File: src/rtl/tweakfetch.sv
// tweakfetch: instruction fetch unit with a DEPTH-entry prefetch queue.
//
// Owns the PC and issues sequential reads to a synchronous instruction memory
// with one-cycle read latency. Returned words are queued together with the PC
// they were fetched from and handed to the decoder over a valid/take handshake.
// A redirect flushes the queue, kills the in-flight read and reloads the PC.
//
// Parameters:
//   WORDSIZE  instruction word width
//   ADDRW     instruction address width (PC wraps modulo 2^ADDRW)
//   DEPTH     prefetch queue entries (>= 2)
//   RESET_PC  PC value loaded by reset
//
// Ports:
//   CLK            clock, rising edge
//   RESET          asynchronous active-high reset
//   run            fetch enable
//   redirect       flush queue, drop in-flight read, load redirect_addr
//   redirect_addr  new PC on redirect
//   mem_rd         read strobe to instruction memory
//   mem_addr       read address (the PC)
//   mem_data       read data, valid the cycle after mem_rd
//   op_valid       queue head valid
//   op_data        queue head instruction word
//   op_pc          address of op_data
//   op_take        consumer accepts the head this cycle
//   level          queue occupancy
//
// Build option:
//   TWEAKFETCH_BYPASS_EN  when defined, a word returning into an empty queue is
//                         presented on op_* in the same cycle (1-cycle latency).

module tweakfetch #(
    parameter int unsigned      WORDSIZE = 32,
    parameter int unsigned      ADDRW    = 8,
    parameter int unsigned      DEPTH    = 4,
    parameter logic [ADDRW-1:0] RESET_PC = '0
) (
    input  logic                       CLK,
    input  logic                       RESET,
    input  logic                       run,
    input  logic                       redirect,
    input  logic [ADDRW-1:0]           redirect_addr,
    output logic                       mem_rd,
    output logic [ADDRW-1:0]           mem_addr,
    input  logic [WORDSIZE-1:0]        mem_data,
    output logic                       op_valid,
    output logic [WORDSIZE-1:0]        op_data,
    output logic [ADDRW-1:0]           op_pc,
    input  logic                       op_take,
    output logic [$clog2(DEPTH+1)-1:0] level
);

    localparam int unsigned PtrW = (DEPTH > 1) ? $clog2(DEPTH) : 1;
    localparam int unsigned LvlW = $clog2(DEPTH + 1);

    typedef logic [PtrW-1:0] ptr_t;

    logic [ADDRW-1:0]    pc_q, pc_d;
    logic [ADDRW-1:0]    if_pc_q;      // PC of the read currently in flight
    logic                inflight_q, inflight_d;
    ptr_t                rd_ptr_q, rd_ptr_d;
    ptr_t                wr_ptr_q, wr_ptr_d;
    logic [LvlW-1:0]     count_q, count_d;
    logic [WORDSIZE-1:0] data_q [DEPTH];
    logic [ADDRW-1:0]    tag_q  [DEPTH];

    logic            issue;
    logic            capture;
    logic            empty;
    logic            bypass;
    logic            take;
    logic            push;
    logic            pop;
    logic [LvlW:0]   credit_used;

    function automatic ptr_t ptr_inc(ptr_t p);
        return (p == ptr_t'(DEPTH - 1)) ? '0 : p + 1'b1;
    endfunction

    always_comb begin
        // Slots already promised: queued words plus the word still in flight.
        // A pop in this cycle is deliberately not counted as a free slot.
        credit_used = {1'b0, count_q} + {{LvlW{1'b0}}, inflight_q};
        issue       = run & ~redirect & ~RESET & (credit_used < (LvlW + 1)'(DEPTH));

        capture = inflight_q & ~redirect;
        empty   = (count_q == '0);
`ifdef TWEAKFETCH_BYPASS_EN
        bypass  = capture & empty;
`else
        bypass  = 1'b0;
`endif

        op_valid = ~redirect & (~empty | bypass);
        op_data  = bypass ? mem_data : data_q[rd_ptr_q];
        op_pc    = bypass ? if_pc_q  : tag_q[rd_ptr_q];

        take = op_valid & op_take;
        pop  = take & ~empty;
        // A bypassed word that is consumed immediately never touches storage.
        push = capture & ~(bypass & take);
    end

    always_comb begin
        pc_d       = pc_q;
        inflight_d = issue;
        rd_ptr_d   = rd_ptr_q;
        wr_ptr_d   = wr_ptr_q;
        count_d    = count_q;
        if (redirect) begin
            pc_d     = redirect_addr;
            rd_ptr_d = '0;
            wr_ptr_d = '0;
            count_d  = '0;
        end else begin
            if (issue) begin
                pc_d = pc_q + 1'b1;
            end
            if (push) begin
                wr_ptr_d = ptr_inc(wr_ptr_q);
            end
            if (pop) begin
                rd_ptr_d = ptr_inc(rd_ptr_q);
            end
            case ({push, pop})
                2'b10:   count_d = count_q + 1'b1;
                2'b01:   count_d = count_q - 1'b1;
                default: count_d = count_q;
            endcase
        end
    end

    always_ff @(posedge CLK or posedge RESET) begin
        if (RESET) begin
            pc_q       <= RESET_PC;
            if_pc_q    <= '0;
            inflight_q <= 1'b0;
            rd_ptr_q   <= '0;
            wr_ptr_q   <= '0;
            count_q    <= '0;
        end else begin
            pc_q       <= pc_d;
            inflight_q <= inflight_d;
            rd_ptr_q   <= rd_ptr_d;
            wr_ptr_q   <= wr_ptr_d;
            count_q    <= count_d;
            if (issue) begin
                if_pc_q <= pc_q;
            end
        end
    end

    // Storage is cleared on reset so op_data/op_pc read as zero afterwards.
    always_ff @(posedge CLK or posedge RESET) begin
        if (RESET) begin
            for (int unsigned i = 0; i < DEPTH; i++) begin
                data_q[i] <= '0;
                tag_q[i]  <= '0;
            end
        end else if (push) begin
            data_q[wr_ptr_q] <= mem_data;
            tag_q[wr_ptr_q]  <= if_pc_q;
        end
    end

    assign mem_rd   = issue;
    assign mem_addr = pc_q;
    assign level    = count_q;

endmodule

File: config.mk
export PLATFORM = sky130hd
export DESIGN_NAME = tweakfetch
export DESIGN_NICKNAME = d
export VERILOG_FILES = /design/src/rtl/tweakfetch.sv
export SDC_FILE = /design/constraint.sdc
export NUM_CORES = 1
export LEC_CHECK = 0
export ABC_AREA = 1
export ABC_CLOCK_PERIOD_IN_PS = 14600
export CORE_MARGIN = 3
export CORE_UTILIZATION = 50
export CTS_CLUSTER_SIZE = 24
export DETAILED_ROUTE_END_ITERATION = 10
export PLACE_DENSITY = 0.72
export RECOVER_POWER = 50
export SYNTH_ARGS = -nofsm -noshare
export SYNTH_HDL_FRONTEND = slang
export SYNTH_SLANG_ARGS = --single-unit
File: constraint.sdc
create_clock -name CLK -period 14.6 [get_ports CLK]
set_input_delay 4.38 -clock CLK [delete_from_list [all_inputs] [get_ports CLK]]
set_output_delay 4.38 -clock CLK [all_outputs]
set_load 0.005 [all_outputs]
==> out/qor.txt <==
Final Cycle Share - 75.9%
Critical path's top delay family - buffers and inverters
Synth Area per Inst - 9.05 um2
RSZ-0062 raised after global routing - no
Internal power - 0.962 mW
Number of synthesis warnings - 0
Die ar. - 18500 um2
Failing checks - capacitance limit, slew limit
Via-to-Cell Ratio - 5.32
Max Fclk - 0.0902 GHz
Switch share - 24.8%
Worst Path Arrival - 6.70 ns
Met2 Usage GRT - 33.8%
Crit start category - primary input
Filler cells - 1430
Slowest-stage cell, CP - dlygate4sd3_1
Final HPWL DP - 10400 um
Place WS - 3.80 ns
Combinational power share - 16.5%
Clock power share - 37.7%
DRT antenna net count - 0
Initial DRC Count - 548
Initial core utilization - 52.2%
Register area share after synthesis - 54.4%
Tmin final - 11.08 ns
Worst Max-Slew Pin Slew - 4.53 ns
CTS H-tree depth - 4
Pwr per Cell Area - 130 nW/um2
Worst Path Required - 10.22 ns
IO Pins - 98
Vias in the first global route - 6387
Pins over their slew limit - 429
Clock buffer depth - 2
Total gr overflow - 0
Outcome - finished with violations
Final core occ - 60.6%
Die Ht - 136 um
Setup ws final - 3.52 ns
GR met1 Demand/Resource - 29.3%
Pin count of the biggest net entering global routing - 105
Number of cell rows - 46
Crit path largest cell delay - 0.73 ns
Hold buffers post-CTS - 0
Crit end category - output port
Ant. Diodes - 0
Setup-failing EPs final - 0
Number of max-cap violations - 5
DP Area - 9300 um2
Slew headroom - -204%
CTS tree - done
First-pass GRT wire length - 31300 um
Most common cell after layout, fill and taps aside - nand2_1
Sequential share of power - 45.8%
Final nets - 1050
FF+latch count, synth - 184
Worst VDD drop - 0.0804 mV
Antenna violations before repair - 0
Synth cell types - 25
Setup Buffers After CTS - 0
Clk Latency, worst-skew pair - 0.43 ns
CP Class - in2out
Max Clock Skew - 0.00781 ns
CTS Sinks - 184
M3 GR Usage - 4.03%
Layout Area Growth over Synthesis - 16.1%
Vias - 6528
Leak - 4.64 nW
Hold Vio Cnt, Final - 0
Syn Std Cell Area - 8470 um2
GRT Max-Usage Layer - met2
CTS Buf Count - 17
Worst-path cell chain - dlygate4sd3_1, nor2_1, nand3_1, inv_1, clkdlybuf4s50_1
Core area - 16200 um2
Tot GR Track Use - 21.0%
Buffers plus inverters on the worst setup path - 3
Setup TNS - 0 ns
DRT Wirelength - 18400 um
Layout cells sized above 1 - 8.41%
Clk root buf - clkbuf_16
Routed wire length per instance - 15.0 um
Total chip power - 1.28 mW
Drt drc - 0
R2R Setup Slk - 11.05 ns
Finished layout cell area - 9830 um2
Hold Path Class - reg2reg
Resized Gates After CTS - 0
Syn Inst Count - 936
Drt pass-1 iters - 5
GP Congestion - 0.802
Clock transition at path regs - 0.06 ns
Net Switching - 0.318 mW
Die Wd - 136 um
Commonest non-fill, non-tap cells in the layout - nand2_1 (214), dfrtp_1 (183), o21ai_0 (162)
Count of input and output buffers - 97
Syn nets - 988
Worst-path fanout max - 17
## worst reg2reg max path: stages, from the launching register on
cell	delay (ns)
dfrtp_1	0.41
inv_2	0.06
nor2_1	0.32
nand2_1	1.83
o21ai_0	0.78
## cells in the mapped netlist (all sizes together)
cell	count	share of area [%]
nand2	214	9.9
fa	1	0.24
nor2	90	4.1
inv	60	2.7
clkbuf	19	0.84
xnor2	2	0.21
nand3	16	1.1
o22ai	41	3.0
dfrtp	184	54
a21oi	3	0.18
buf	40	4.5
nand4	2	0.15
o21ai	254	18
ha	6	0.89
o211ai	4	0.35
## layout make-up
type | instances | area [um2] | share of cell area [%]
clock buffers | 24 | 472 | 4.80
clock inverters | 8 | 144 | 1.46
inverters | 60 | 226 | 2.30
multi-input cells | 633 | 3100 | 31.6
flip-flops and latches | 184 | 4610 | 46.9
well taps | 216 | 270 | 2.75
repair buffers | 102 | 1010 | 10.3
## per-layer routing
metal / routed length, um / vias up
met4: 211 / 0
met5: 0 / -
met1: 8740 / 3122
met3: 883 / 19
met2: 8600 / 153
li1: - / 3234
## power by group through the flow
stage	Clock [mW]	Combinational, mW	Sequential [mW]
6_report	0.482	0.212	0.586
3_3_place_gp	0	0.216	0.593
2_1_floorplan	0	0.120	0.588
5_1_grt	0.511	0.240	0.592
4_1_cts	0.489	0.220	0.585
3_5_place_dp	0	0.219	0.594
## logic make-up (layout without fill, tap and decap cells)
| logic type | after synthesis | after routing | share of synthesized area (%) |
|---|---|---|---|
| DFF | 184 | 184 | 54.4 |
| adders and majority gates | 7 | 7 | 1.12 |
| and+or+nand+nor | 322 | 322 | 15.2 |
| AOI/OAI and AO/OA | 302 | 302 | 21.1 |
| buffers and inverters | 119 | 194 | 8.04 |
| xor gates and xnor gates | 2 | 2 | 0.207 |
## registers in the layout, indices dropped and copies added, names as in the netlist
| name | cells |
|---|---|
| mem_addr | 8 |
| level | 3 |
| wr_ptr_q | 2 |
| if_pc_q | 8 |
| rd_ptr_q | 2 |
| inflight_q | 1 |
| data_q | 128 |
| tag_q | 32 |
## final timing paths
check / start / end / depth (start not counted)
min in group asynchronous: RESET / level[2] / 2
hold / removal: data_q[79] / data_q[79] / 2
setup reg to reg: inflight_q / tag_q[26] / 4
max in group asynchronous: RESET / rd_ptr_q[0] / 3
setup / recovery: redirect / mem_rd / 5
hold reg to reg: data_q[79] / data_q[79] / 2
## metrics by stage
| step | hold slack, ns | std cells |
|---|---|---|
| after floorplan | 0.450 | 936 |
| after global placement | 0.459 | 1195 |
| after detailed placement | 0.462 | 1195 |
| after CTS | 0.478 | 1227 |
| after global routing | 0.492 | 1227 |
| final | 0.474 | 1227 |
Power figures use the tool's default switching activity.
